--- config.mk ---
export PLATFORM = sky130hd
export DESIGN_NAME = fetch_unit_s00_axis_loader
export DESIGN_NICKNAME = d
export VERILOG_FILES = /design/src/rtl/fetch_unit_s00_axis_loader.sv
export SDC_FILE = /design/constraint.sdc
export NUM_CORES = 1
export LEC_CHECK = 0
export ABC_AREA = 1
export BUFFER_PORTS_ARGS = -buffer_cell sky130_fd_sc_hd__buf_2
export CORE_ASPECT_RATIO = 0.7
export CORE_MARGIN = 5
export CORE_UTILIZATION = 58
export CTS_CLUSTER_DIAMETER = 100
export DETAILED_ROUTE_END_ITERATION = 6
export GPL_ROUTABILITY_DRIVEN = 0
export HOLD_SLACK_MARGIN = 0.02
export PLACE_DENSITY = 0.9
export SYNTH_ARGS = -nofsm -noshare
export SYNTH_HDL_FRONTEND = slang
export SYNTH_SLANG_ARGS = --single-unit
export TNS_END_PERCENT = 10
--- constraint.sdc ---
create_clock -name S_AXIS_ACLK -period 3.6 [get_ports S_AXIS_ACLK]
set_clock_uncertainty 0.05 [all_clocks]
set_input_delay 0.36 -clock S_AXIS_ACLK [delete_from_list [all_inputs] [get_ports S_AXIS_ACLK]]
set_output_delay 0.36 -clock S_AXIS_ACLK [all_outputs]
set_load 0.02 [all_outputs]
--- src/rtl/fetch_unit_s00_axis_loader.sv ---
// AXI4-Stream slave loader: decodes a length header, writes matrix A/B words to two BRAMs and hands off to the PE.
// Optional TSTRB checking is built when FETCH_LOADER_TSTRB_CHECK_EN is defined; otherwise err_strb is tied to 0.
module fetch_unit_s00_axis_loader #(
    parameter int BRAM_DEPTH           = 10,
    parameter int C_S_AXIS_TDATA_WIDTH = 32
) (
    input  logic                              S_AXIS_ACLK,
    input  logic                              S_AXIS_ARESETN,
    input  logic                              S_AXIS_TVALID,
    output logic                              S_AXIS_TREADY,
    input  logic [C_S_AXIS_TDATA_WIDTH-1:0]   S_AXIS_TDATA,
    input  logic [C_S_AXIS_TDATA_WIDTH/8-1:0] S_AXIS_TSTRB,
    input  logic                              S_AXIS_TLAST,
    output logic [BRAM_DEPTH-1:0]             mat_a_addr,
    output logic [C_S_AXIS_TDATA_WIDTH-1:0]   mat_a_din,
    output logic                              mat_a_wen,
    output logic [BRAM_DEPTH-1:0]             mat_b_addr,
    output logic [C_S_AXIS_TDATA_WIDTH-1:0]   mat_b_din,
    output logic                              mat_b_wen,
    output logic [15:0]                       a_len,
    output logic [15:0]                       b_len,
    output logic                              VALID_FU2PE,
    input  logic                              ACK_PE2FU,
    output logic                              err_early,
    output logic                              err_late,
    output logic                              err_len,
    output logic                              err_strb,
    input  logic                              err_clr
);

    typedef enum logic [2:0] {
        S_IDLE,
        S_LOAD_A,
        S_LOAD_B,
        S_DRAIN,
        S_HANDOFF
    } state_t;

    localparam logic [16:0] CAP = 17'd1 << BRAM_DEPTH;

    state_t      state, state_nx;
    logic [15:0] cnt;
    logic        hs_wait;
    logic        beat, strb_bad;
    logic [15:0] hdr_a, hdr_b;
    logic        last_a, last_b;
    logic        wr_a, wr_b, hdr_load, cnt_clr, cnt_inc;
    logic        set_early, set_late, set_len, set_strb;

    assign beat   = S_AXIS_TVALID & S_AXIS_TREADY;
    assign hdr_a  = S_AXIS_TDATA[15:0];
    assign hdr_b  = S_AXIS_TDATA[31:16];
    assign last_a = ({1'b0, cnt} + 17'd1) == {1'b0, a_len};
    assign last_b = ({1'b0, cnt} + 17'd1) == {1'b0, b_len};

`ifdef FETCH_LOADER_TSTRB_CHECK_EN
    assign strb_bad = (S_AXIS_TSTRB != '1);
`else
    logic unused_tstrb;
    assign unused_tstrb = ^{S_AXIS_TSTRB, set_strb};
    assign strb_bad     = 1'b0;
`endif

    always_ff @(posedge S_AXIS_ACLK or negedge S_AXIS_ARESETN) begin
        if (!S_AXIS_ARESETN) state <= S_IDLE;
        else                 state <= state_nx;
    end

    always_comb begin
        state_nx  = state;
        wr_a      = 1'b0;
        wr_b      = 1'b0;
        hdr_load  = 1'b0;
        cnt_clr   = 1'b0;
        cnt_inc   = 1'b0;
        set_early = 1'b0;
        set_late  = 1'b0;
        set_len   = 1'b0;
        set_strb  = 1'b0;
        case (state)
            S_IDLE: if (beat) begin
                hdr_load = 1'b1;
                cnt_clr  = 1'b1;
                if (strb_bad) begin
                    set_strb = 1'b1;
                    state_nx = S_AXIS_TLAST ? S_IDLE : S_DRAIN;
                end else if ({1'b0, hdr_a} > CAP || {1'b0, hdr_b} > CAP) begin
                    set_len  = 1'b1;
                    state_nx = S_AXIS_TLAST ? S_IDLE : S_DRAIN;
                end else if (hdr_a == '0 && hdr_b == '0) begin
                    if (S_AXIS_TLAST) state_nx = S_HANDOFF;
                    else begin
                        set_late = 1'b1;
                        state_nx = S_DRAIN;
                    end
                end else if (S_AXIS_TLAST) begin
                    set_early = 1'b1;
                    state_nx  = S_IDLE;
                end else begin
                    state_nx = (hdr_a == '0) ? S_LOAD_B : S_LOAD_A;
                end
            end
            S_LOAD_A: if (beat) begin
                if (strb_bad) begin
                    set_strb = 1'b1;
                    state_nx = S_AXIS_TLAST ? S_IDLE : S_DRAIN;
                end else begin
                    wr_a = 1'b1;
                    // With b_len == 0 the last A word is also the last word of the frame.
                    if (last_a && b_len == '0) begin
                        if (S_AXIS_TLAST) state_nx = S_HANDOFF;
                        else begin
                            set_late = 1'b1;
                            state_nx = S_DRAIN;
                        end
                    end else if (S_AXIS_TLAST) begin
                        set_early = 1'b1;
                        state_nx  = S_IDLE;
                    end else if (last_a) begin
                        cnt_clr  = 1'b1;
                        state_nx = S_LOAD_B;
                    end else begin
                        cnt_inc = 1'b1;
                    end
                end
            end
            S_LOAD_B: if (beat) begin
                if (strb_bad) begin
                    set_strb = 1'b1;
                    state_nx = S_AXIS_TLAST ? S_IDLE : S_DRAIN;
                end else begin
                    wr_b = 1'b1;
                    if (last_b) begin
                        if (S_AXIS_TLAST) state_nx = S_HANDOFF;
                        else begin
                            set_late = 1'b1;
                            state_nx = S_DRAIN;
                        end
                    end else if (S_AXIS_TLAST) begin
                        set_early = 1'b1;
                        state_nx  = S_IDLE;
                    end else begin
                        cnt_inc = 1'b1;
                    end
                end
            end
            S_DRAIN: if (beat && S_AXIS_TLAST) state_nx = S_IDLE;
            S_HANDOFF: if (VALID_FU2PE && ACK_PE2FU) state_nx = S_IDLE;
            default: state_nx = S_IDLE;
        endcase
    end

    always_ff @(posedge S_AXIS_ACLK or negedge S_AXIS_ARESETN) begin
        if (!S_AXIS_ARESETN) begin
            S_AXIS_TREADY <= 1'b0;
            mat_a_addr    <= '0;
            mat_a_din     <= '0;
            mat_a_wen     <= 1'b0;
            mat_b_addr    <= '0;
            mat_b_din     <= '0;
            mat_b_wen     <= 1'b0;
            a_len         <= '0;
            b_len         <= '0;
            cnt           <= '0;
            hs_wait       <= 1'b0;
            VALID_FU2PE   <= 1'b0;
            err_early     <= 1'b0;
            err_late      <= 1'b0;
            err_len       <= 1'b0;
        end else begin
            S_AXIS_TREADY <= (state_nx != S_HANDOFF);
            mat_a_wen     <= wr_a;
            mat_b_wen     <= wr_b;
            if (wr_a) begin
                mat_a_addr <= cnt[BRAM_DEPTH-1:0];
                mat_a_din  <= S_AXIS_TDATA;
            end
            if (wr_b) begin
                mat_b_addr <= cnt[BRAM_DEPTH-1:0];
                mat_b_din  <= S_AXIS_TDATA;
            end
            if (hdr_load) begin
                a_len <= hdr_a;
                b_len <= hdr_b;
            end
            if (cnt_clr)      cnt <= '0;
            else if (cnt_inc) cnt <= cnt + 16'd1;
            // One idle HANDOFF cycle lets the final BRAM write land before VALID rises.
            hs_wait <= (state == S_HANDOFF);
            if (state == S_HANDOFF && VALID_FU2PE && ACK_PE2FU) VALID_FU2PE <= 1'b0;
            else if (state == S_HANDOFF && hs_wait)            VALID_FU2PE <= 1'b1;
            err_early <= set_early | (err_early & ~err_clr);
            err_late  <= set_late  | (err_late  & ~err_clr);
            err_len   <= set_len   | (err_len   & ~err_clr);
        end
    end

`ifdef FETCH_LOADER_TSTRB_CHECK_EN
    always_ff @(posedge S_AXIS_ACLK or negedge S_AXIS_ARESETN) begin
        if (!S_AXIS_ARESETN) err_strb <= 1'b0;
        else                 err_strb <= set_strb | (err_strb & ~err_clr);
    end
`else
    assign err_strb = 1'b0;
`endif

endmodule

==> key figures, run 1 <==
Status
  • Status: finished, final reports clean

Power
  • LEAKAGE: 0.00455 µW
  • Internal power: 4160 µW
  • Total power: 7390 µW
  • Sw frac: 43.7%
  • Worst vdd ir: 0.637 mV
  • Switching Power: 3230 µW
  • Clock power share: 23.7%
  • Combinational Power Share: 39.2%
  • Flop pwr share: 37.0%
  • PwrDens: 867 nW/µm²

Routing
  • Wire per inst: 17.0 µm
  • DRT Wirelength: 20900 µm
  • Length of routed met3 wiring: 2630 µm
  • Vias/cell: 5.68
  • Post-DRT Antenna Nets: 0
  • Met2 WL post-DR: 9270 µm
  • Initial DRC Count: 760
  • Top sig layer: met4
  • DRT Pass-1 Iters: 7
  • Residual DRC: 0
  • M1 WL: 8390 µm
  • Via Count: 6966

Logic synthesis
  • Syn nets: 947
  • Area contributors post-synth: dfrtp_1 (51%), nand2_1 (15%), o21ai_0 (8.9%), inv_1 (5.6%), nand3_1 (3.6%)
  • Netlist cell types: 32
  • Seq/Total Area, Yosys: 51.0%
  • Synthesized area: 7010 µm²
  • Synth top area share: 51.0%
  • Post-synthesis sequential element count: 143
  • Mean post-synth cell area: 7.75 µm²
  • Synth Instances: 904
  • Yosys warning count: 0
  • Largest area contributor in the netlist: dfrtp_1

Floorplan
  • Std-Cell Rows: 33
  • Die width: 141 µm
  • Die Area: 14400 µm²
  • Starting Density: 59.6%
  • Die Ht: 102 µm
  • Core area: 11800 µm²
  • IO Pins: 166

Clocking
  • Max clock buf depth: 2
  • Num CTS Buffers: 17
  • CTS tree: built
  • Post-CTS setup buffers: 0
  • Root Buffer: clkbuf_16
  • Htree depth: 4
  • Clock tree sinks: 143
  • Hold_buf cts: 1
  • Worst-path clk slew: 0.06 ns
  • Clock Latency Late Sink: 0.42 ns
  • Post-CTS resize count: 0

Timing
  • Fin. Hold Viols: 0
  • Final Critical Period: 2.97 ns
  • Final period util: 82.5%
  • Tightest Pin Transition: 1.24 ns
  • RSZ-0062 raised after global routing: false
  • Setup TNS: 0 ns
  • F_max: 337 MHz
  • Final setup fails: 0
  • Hold_ws: 0.157 ns
  • Slew headroom: 17.5%
  • Pins over their slew limit: 0

Place
  • Detail Placement HPWL: 14600 µm
  • IO buf count: 160
  • Dpl cell area: 7920 µm²

Finish
  • Filler Cells Inserted: 871
  • Post-route design area: 8520 µm²
  • Diode count: 0
  • Final nets: 1100
  • Share of layout cells above drive strength 1: 21.1%
  • Synth-to-Final Area Change: 21.6%

Global route
  • Initial antenna violation count: 0
  • First-pass GRT wire length: 33600 µm
  • Tot GR Track Use: 29.4%
  • Gr ovfl total: 0
  • Pin count of the biggest net entering global routing: 85
  • Vias in the first global route: 6560

Worst setup path
  • CP cell instances: ha_1, nand2_1, nor2_4, nand2_1, nand2_1, nand2_1, xnor2_1, nand2_1, clkinv_1, nand2_1, nor2_2, nand4_4, nand3_4, inv_1, nand3_1, nand2_1
  • Startpoint types: flip-flop
  • Crit-path slowest cell: dfrtp_1
  • Maximum fanout along the worst path: 17
  • Critical Path AT: 3.21 ns
  • Worst Path Required: 3.84 ns
  • Max incr delay on CP: 0.50 ns
  • Crit end category: flip-flop
  • Kind of critical path: flip-flop to flip-flop
  • Critical path's most frequent cell: nand2_1

Job
  • Max-Cap Viols: 0

Min path
  • Hold Crit Class: input pin to flip-flop
## power by group through the flow
| stage | Combinational (µW) | Sequential, µW | Clock (µW) |
|---|---|---|---|
| after detailed placement | 2880 | 2690 | 0 |
| after global placement | 2770 | 2690 | 0 |
| after CTS | 2910 | 2710 | 1760 |
| after floorplan | 1230 | 3270 | 0 |
| after global routing | 3180 | 2800 | 1830 |
| final | 2900 | 2740 | 1750 |
## layer usage
metal  global-route usage [%]  up-vias
li1                         -     3224
met1                     39.1     3240
met2                     46.3      448
met3                     9.21       54
met4                     10.4        0
met5                        0        -
## cell usage after synthesis
library cell and instances:
nand2_2 8, xor2_1 4, nand4_1 35, clkinv_1 1, nand2_1 284, buf_1 2, o21ai_2 1, a21oi_1 13
conb_1 1, nor3_1 5, nand3b_1 7, buf_4 2, buf_6 1, nor4_1 5, nand4_4 2, a21oi_2 2
o22ai_1 1, inv_2 3, ha_1 1, nor2_4 3, o211ai_1 2, o21ai_0 125, nor2_1 59, nand3_4 1
nand3_1 51, nor2_2 7, clkbuf_1 25, xnor2_1 3, or2_2 2, inv_1 104, dfrtp_1 143, nand4_2 1
## cell families after synthesis
family / after synthesis / synth area share [%]
xor+xnor: 7 / 0.875
buf+inv: 138 / 7.60
flops: 143 / 51.0
simple gates: 470 / 29.7
other cells: 1 / 0.0535
compound gates: 144 / 10.5
fa+ha+maj: 1 / 0.178
## worst paths after layout
| check | startpoint | end | slack [ns] | depth (start not counted) |
|---|---|---|---|---|
| min in group asynchronous | S_AXIS_ARESETN | mat_a_addr[1]$_DFFE_PN0P_ | 0.46 | 2 |
| worst min-delay path | err_clr | err_early$_DFF_PN0_ | 0.16 | 4 |
| max in group asynchronous | S_AXIS_ARESETN | a_len[6]$_DFFE_PN0P_ | 2.22 | 3 |
| worst max-delay path | cnt[0]$_DFFE_PN0P_ | cnt[15]$_DFFE_PN0P_ | 0.63 | 16 |
| worst max register to register | cnt[0]$_DFFE_PN0P_ | cnt[15]$_DFFE_PN0P_ | 0.63 | 16 |
| worst min register to register | err_early$_DFF_PN0_ | err_early$_DFF_PN0_ | 0.43 | 2 |
## worst max-delay path, delay by kind of cell, from the launching register on
kind / cells / cell delay (ns)
buf+inv: 2 / 0.25
flops: 1 / 0.50
simple gates: 12 / 1.55
fa+ha+maj: 1 / 0.31
xor+xnor: 1 / 0.16
## per-stage QoR
| stage | cells | util, % | setup slack [ns] |
|---|---|---|---|
| floorplan | 904 | - | 1.31 |
| global placement | 1194 | 67.3 | 0.837 |
| detailed placement | 1194 | 67.3 | 0.764 |
| CTS | 1227 | 72.4 | 0.708 |
| global route | 1227 | 72.4 | 0.412 |
| finish | 1227 | 72.4 | 0.631 |
## flip-flops by register name, indices dropped and copies added, names as in the netlist, 3 cells and up
signal and cells:
mat_a_din 32, mat_b_din 32, a_len 16, b_len 16, cnt 16, mat_a_addr 10, mat_b_addr 10, state 3
## layout make-up
class	count	area, µm²	area share [%]
clock buffer	21	460	5.40
clock inverter	11	130	1.53
inverter	108	405	4.76
multi-input combinational	623	2900	34.0
sequential	143	3580	42.0
tap	157	196	2.30
timing repair buffer	164	852	10.0
## layout by cell type, fill, tap and decap left out, drive strengths merged
cell / netlist / final
nor4: 5 / 5
clkbuf: 25 / 21
buf: 5 / 163
o211ai: 2 / 2
nand3: 52 / 52
dlygate4sd3: 0 / 1
clkinv: 1 / 6
xnor2: 3 / 3
o22ai: 1 / 1
a21oi: 15 / 15
bufinv: 0 / 2
o21ai: 126 / 126
inv: 107 / 110
clkinvlp: 0 / 1
nor2: 69 / 69
conb: 1 / 1
or2: 2 / 2
dfrtp: 143 / 143
nor3: 5 / 5
nand2: 292 / 292
nand4: 38 / 38
xor2: 4 / 4
ha: 1 / 1
nand3b: 7 / 7
Note: power is estimated with default switching activity, not from simulation.
==> inputs of run 2 (changes only) <==
Settings changed: CORE_UTILIZATION 58 to 49, PLACE_DENSITY 0.9 to 0.82.
Clock period 3.6 ns to 2.7 ns, I/O delays scaled along.
==> key figures, run 2 (synthesized netlist as in run 1, its figures left out) <==
Timing
  • Worst setup margin: 0.145 ns (-0.485 ns)
  • RSZ-0062 raised after global routing: false
  • Hold_ws: 0.0647 ns (-0.0927 ns)
  • Final Critical Period: 2.55 ns (-0.415 ns)
  • Slew headroom: 51.9% (+34 points)
  • Setup TNS: 0 ns (unchanged)
  • Final setup fails: 0 (unchanged)
  • Final period util: 94.6% (+12 points)
  • Tightest Pin Transition: 0.722 ns (-0.515 ns)
  • F_max: 391 MHz (+16%)
  • Fin. Hold Viols: 0 (unchanged)
  • Pins over their slew limit: 0 (unchanged)

Clocking
  • Clock Latency Late Sink: 0.42 ns (about the same)
  • Max clock buf depth: 2 (unchanged)
  • Root Buffer: clkbuf_16
  • Worst-path clk slew: 0.06 ns (about the same)
  • Clock tree sinks: 143 (unchanged)
  • CTS tree: built
  • Num CTS Buffers: 17 (unchanged)
  • Htree depth: 4 (unchanged)

Worst setup path
  • Crit-path slowest cell: dfrtp_2
  • Max incr delay on CP: 0.43 ns (-0.07 ns)
  • Worst Path Required: 2.95 ns (-0.89 ns)
  • Startpoint types: flip-flop
  • Maximum fanout along the worst path: 7 (-10)
  • Kind of critical path: flip-flop to flip-flop
  • Critical path's most frequent cell: nand2_1
  • CP cell instances: nand2_1, nor2_2, nand3_1, nand2_1, nand2_1, nand2_1, inv_1, nand3_1, nor2_1, nand3_1, o21ai_0, o21ai_0, nand2_1
  • Cell family with most CP delay: simple AND/OR/NAND/NOR gates
  • Crit end category: flip-flop
  • Critical Path AT: 2.81 ns (-0.40 ns)
  • Worst path bufs/invs: 1 (-1)

Floorplan
  • Die Ht: 110 µm (+7.9%)
  • Core area: 14000 µm² (+19%)
  • Std-Cell Rows: 36 (+9.1%)
  • Die width: 153 µm (+8.2%)
  • Starting Density: 50.2% (-9.4 points)
  • IO Pins: 166 (unchanged)
  • Die Area: 16800 µm² (+17%)

Place
  • IO buf count: 160 (unchanged)
  • Detail Placement HPWL: 15200 µm (+3.9%)
  • Pre-CTS setup slack: 0.118 ns (-0.646 ns)

Routing
  • Wire per inst: 16.3 µm (-4.6%)
  • Vias/cell: 5.30 (-6.6%)
  • DRT Pass-1 Iters: 6 (-1)
  • DRT Wirelength: 20800 µm (-0.59%)
  • Residual DRC: 0 (unchanged)
  • Initial DRC Count: 566 (-26%)
  • Post-DRT Antenna Nets: 0 (unchanged)
  • Via Count: 6782 (-2.6%)

Status
  • Status: finished, final reports clean

Power
  • Clock power share: 24.5% (+0.8 points)
  • PwrDens: 1140 nW/µm² (+32%)
  • Worst vdd ir: 0.711 mV (+12%)
  • Flop pwr share: 36.0% (-1.0 points)
  • Sw frac: 43.3% (-0.41 points)
  • LEAKAGE: 0.00465 µW (+2.2%)
  • Switching Power: 4370 µW (+35%)
  • Internal power: 5720 µW (+37%)
  • Combinational Power Share: 39.5% (+0.3 points)
  • Total power: 10100 µW (+36%)

Finish
  • Commonest non-fill, non-tap cell in the layout: nand2_1
  • Final nets: 1119 (+1.7%)
  • Largest registers: mat_a_din x32, mat_b_din x32
  • Share of layout cells above drive strength 1: 23.4% (+2.3 points)
  • Diode count: 0 (unchanged)
  • Synth-to-Final Area Change: 25.7%
  • Most frequent cells in the layout: nand2_1 (283), buf_2 (159), dfrtp_1 (141)

Global route
  • First-pass GRT wire length: 33700 µm (+0.35%)
  • Vias in the first global route: 6676 (+1.8%)
  • Gr ovfl total: 0 (unchanged)
  • Tot GR Track Use: 25.2% (-4.2 points)
  • Pin count of the biggest net entering global routing: 85 (unchanged)
  • Initial antenna violation count: 0 (unchanged)

Job
  • Max-Cap Viols: 0 (unchanged)

Min path
  • Hold Crit Class: input pin to flip-flop
run 2: cell count changes in the layout (fill, tap and decap cells not counted), sizes merged:
cell	change
bufinv	+1
nor2	+1
clkinv	-3
inv	+2
buf	+18
clkbuf	-2
clkinvlp	+2
run 2: repair_timing:
item | CTS | global route
resized for setup | 0 | 16
setup buffers | 0 | 0
hold buffers | 1 | 0
hold endpoints to repair | 68 | 0
endpoints found under the setup margin | 0 | 21
run 2: cell type report:
type | instances | area, µm²
tap | 190 | 238
multi-input combinational | 624 | 2960
timing repair buffer | 182 | 1000
sequential | 143 | 3580
clock inverter | 13 | 176
inverter | 108 | 405
clock buffer | 19 | 443
fill | 1159 | 5150
run 2: worst min-delay path, stage by stage:
cell,delay [ns]
buf_2,0.08
inv_1,0.05
nand2_1,0.06
nand2_1,0.05
run 2: routing by layer:
layer | global-route usage (%) | up-vias | wire length, µm
li1 | - | 3247 | -
met1 | 33.8 | 3147 | 9030
met2 | 39.6 | 352 | 9110
met3 | 8.58 | 36 | 2260
met4 | 7.50 | 0 | 386
met5 | 0 | - | 0
run 2: path summary, 6_finish.rpt:
path                                            from                         to  slack, ns  cells past startpoint
setup / recovery                  cnt[2]$_DFFE_PN0P_         state[0]$_DFF_PN0_       0.15                     13
hold / removal                               err_clr        err_early$_DFF_PN0_       0.06                      4
setup reg to reg                  cnt[2]$_DFFE_PN0P_         state[0]$_DFF_PN0_       0.15                     13
hold reg to reg            mat_b_addr[4]$_DFFE_PN0P_  mat_b_addr[4]$_DFFE_PN0P_       0.43                      2
max in group asynchronous             S_AXIS_ARESETN   mat_a_din[8]$_DFFE_PN0P_       1.47                      3
min in group asynchronous             S_AXIS_ARESETN  mat_b_din[30]$_DFFE_PN0P_       0.37                      2
run 2: power by group through the flow:
| stage | combinational, µW | clock [µW] | sequential, µW |
|---|---|---|---|
| finish | 3990 | 2470 | 3630 |
| global route | 4410 | 2590 | 3710 |
| CTS | 3960 | 2490 | 3590 |
| detailed placement | 3940 | 0 | 3600 |
| global placement | 3830 | 0 | 3590 |
| floorplan | 1640 | 0 | 4360 |
run 2: through the flow:
stage               area, µm²  util [%]  std cells
floorplan                7010         -        904
finish                   8810      63.1       1279
global route             8810      63.1       1279
CTS                      8740      62.6       1278
detailed placement       8110      58.1       1245
global placement         8110      58.1       1245
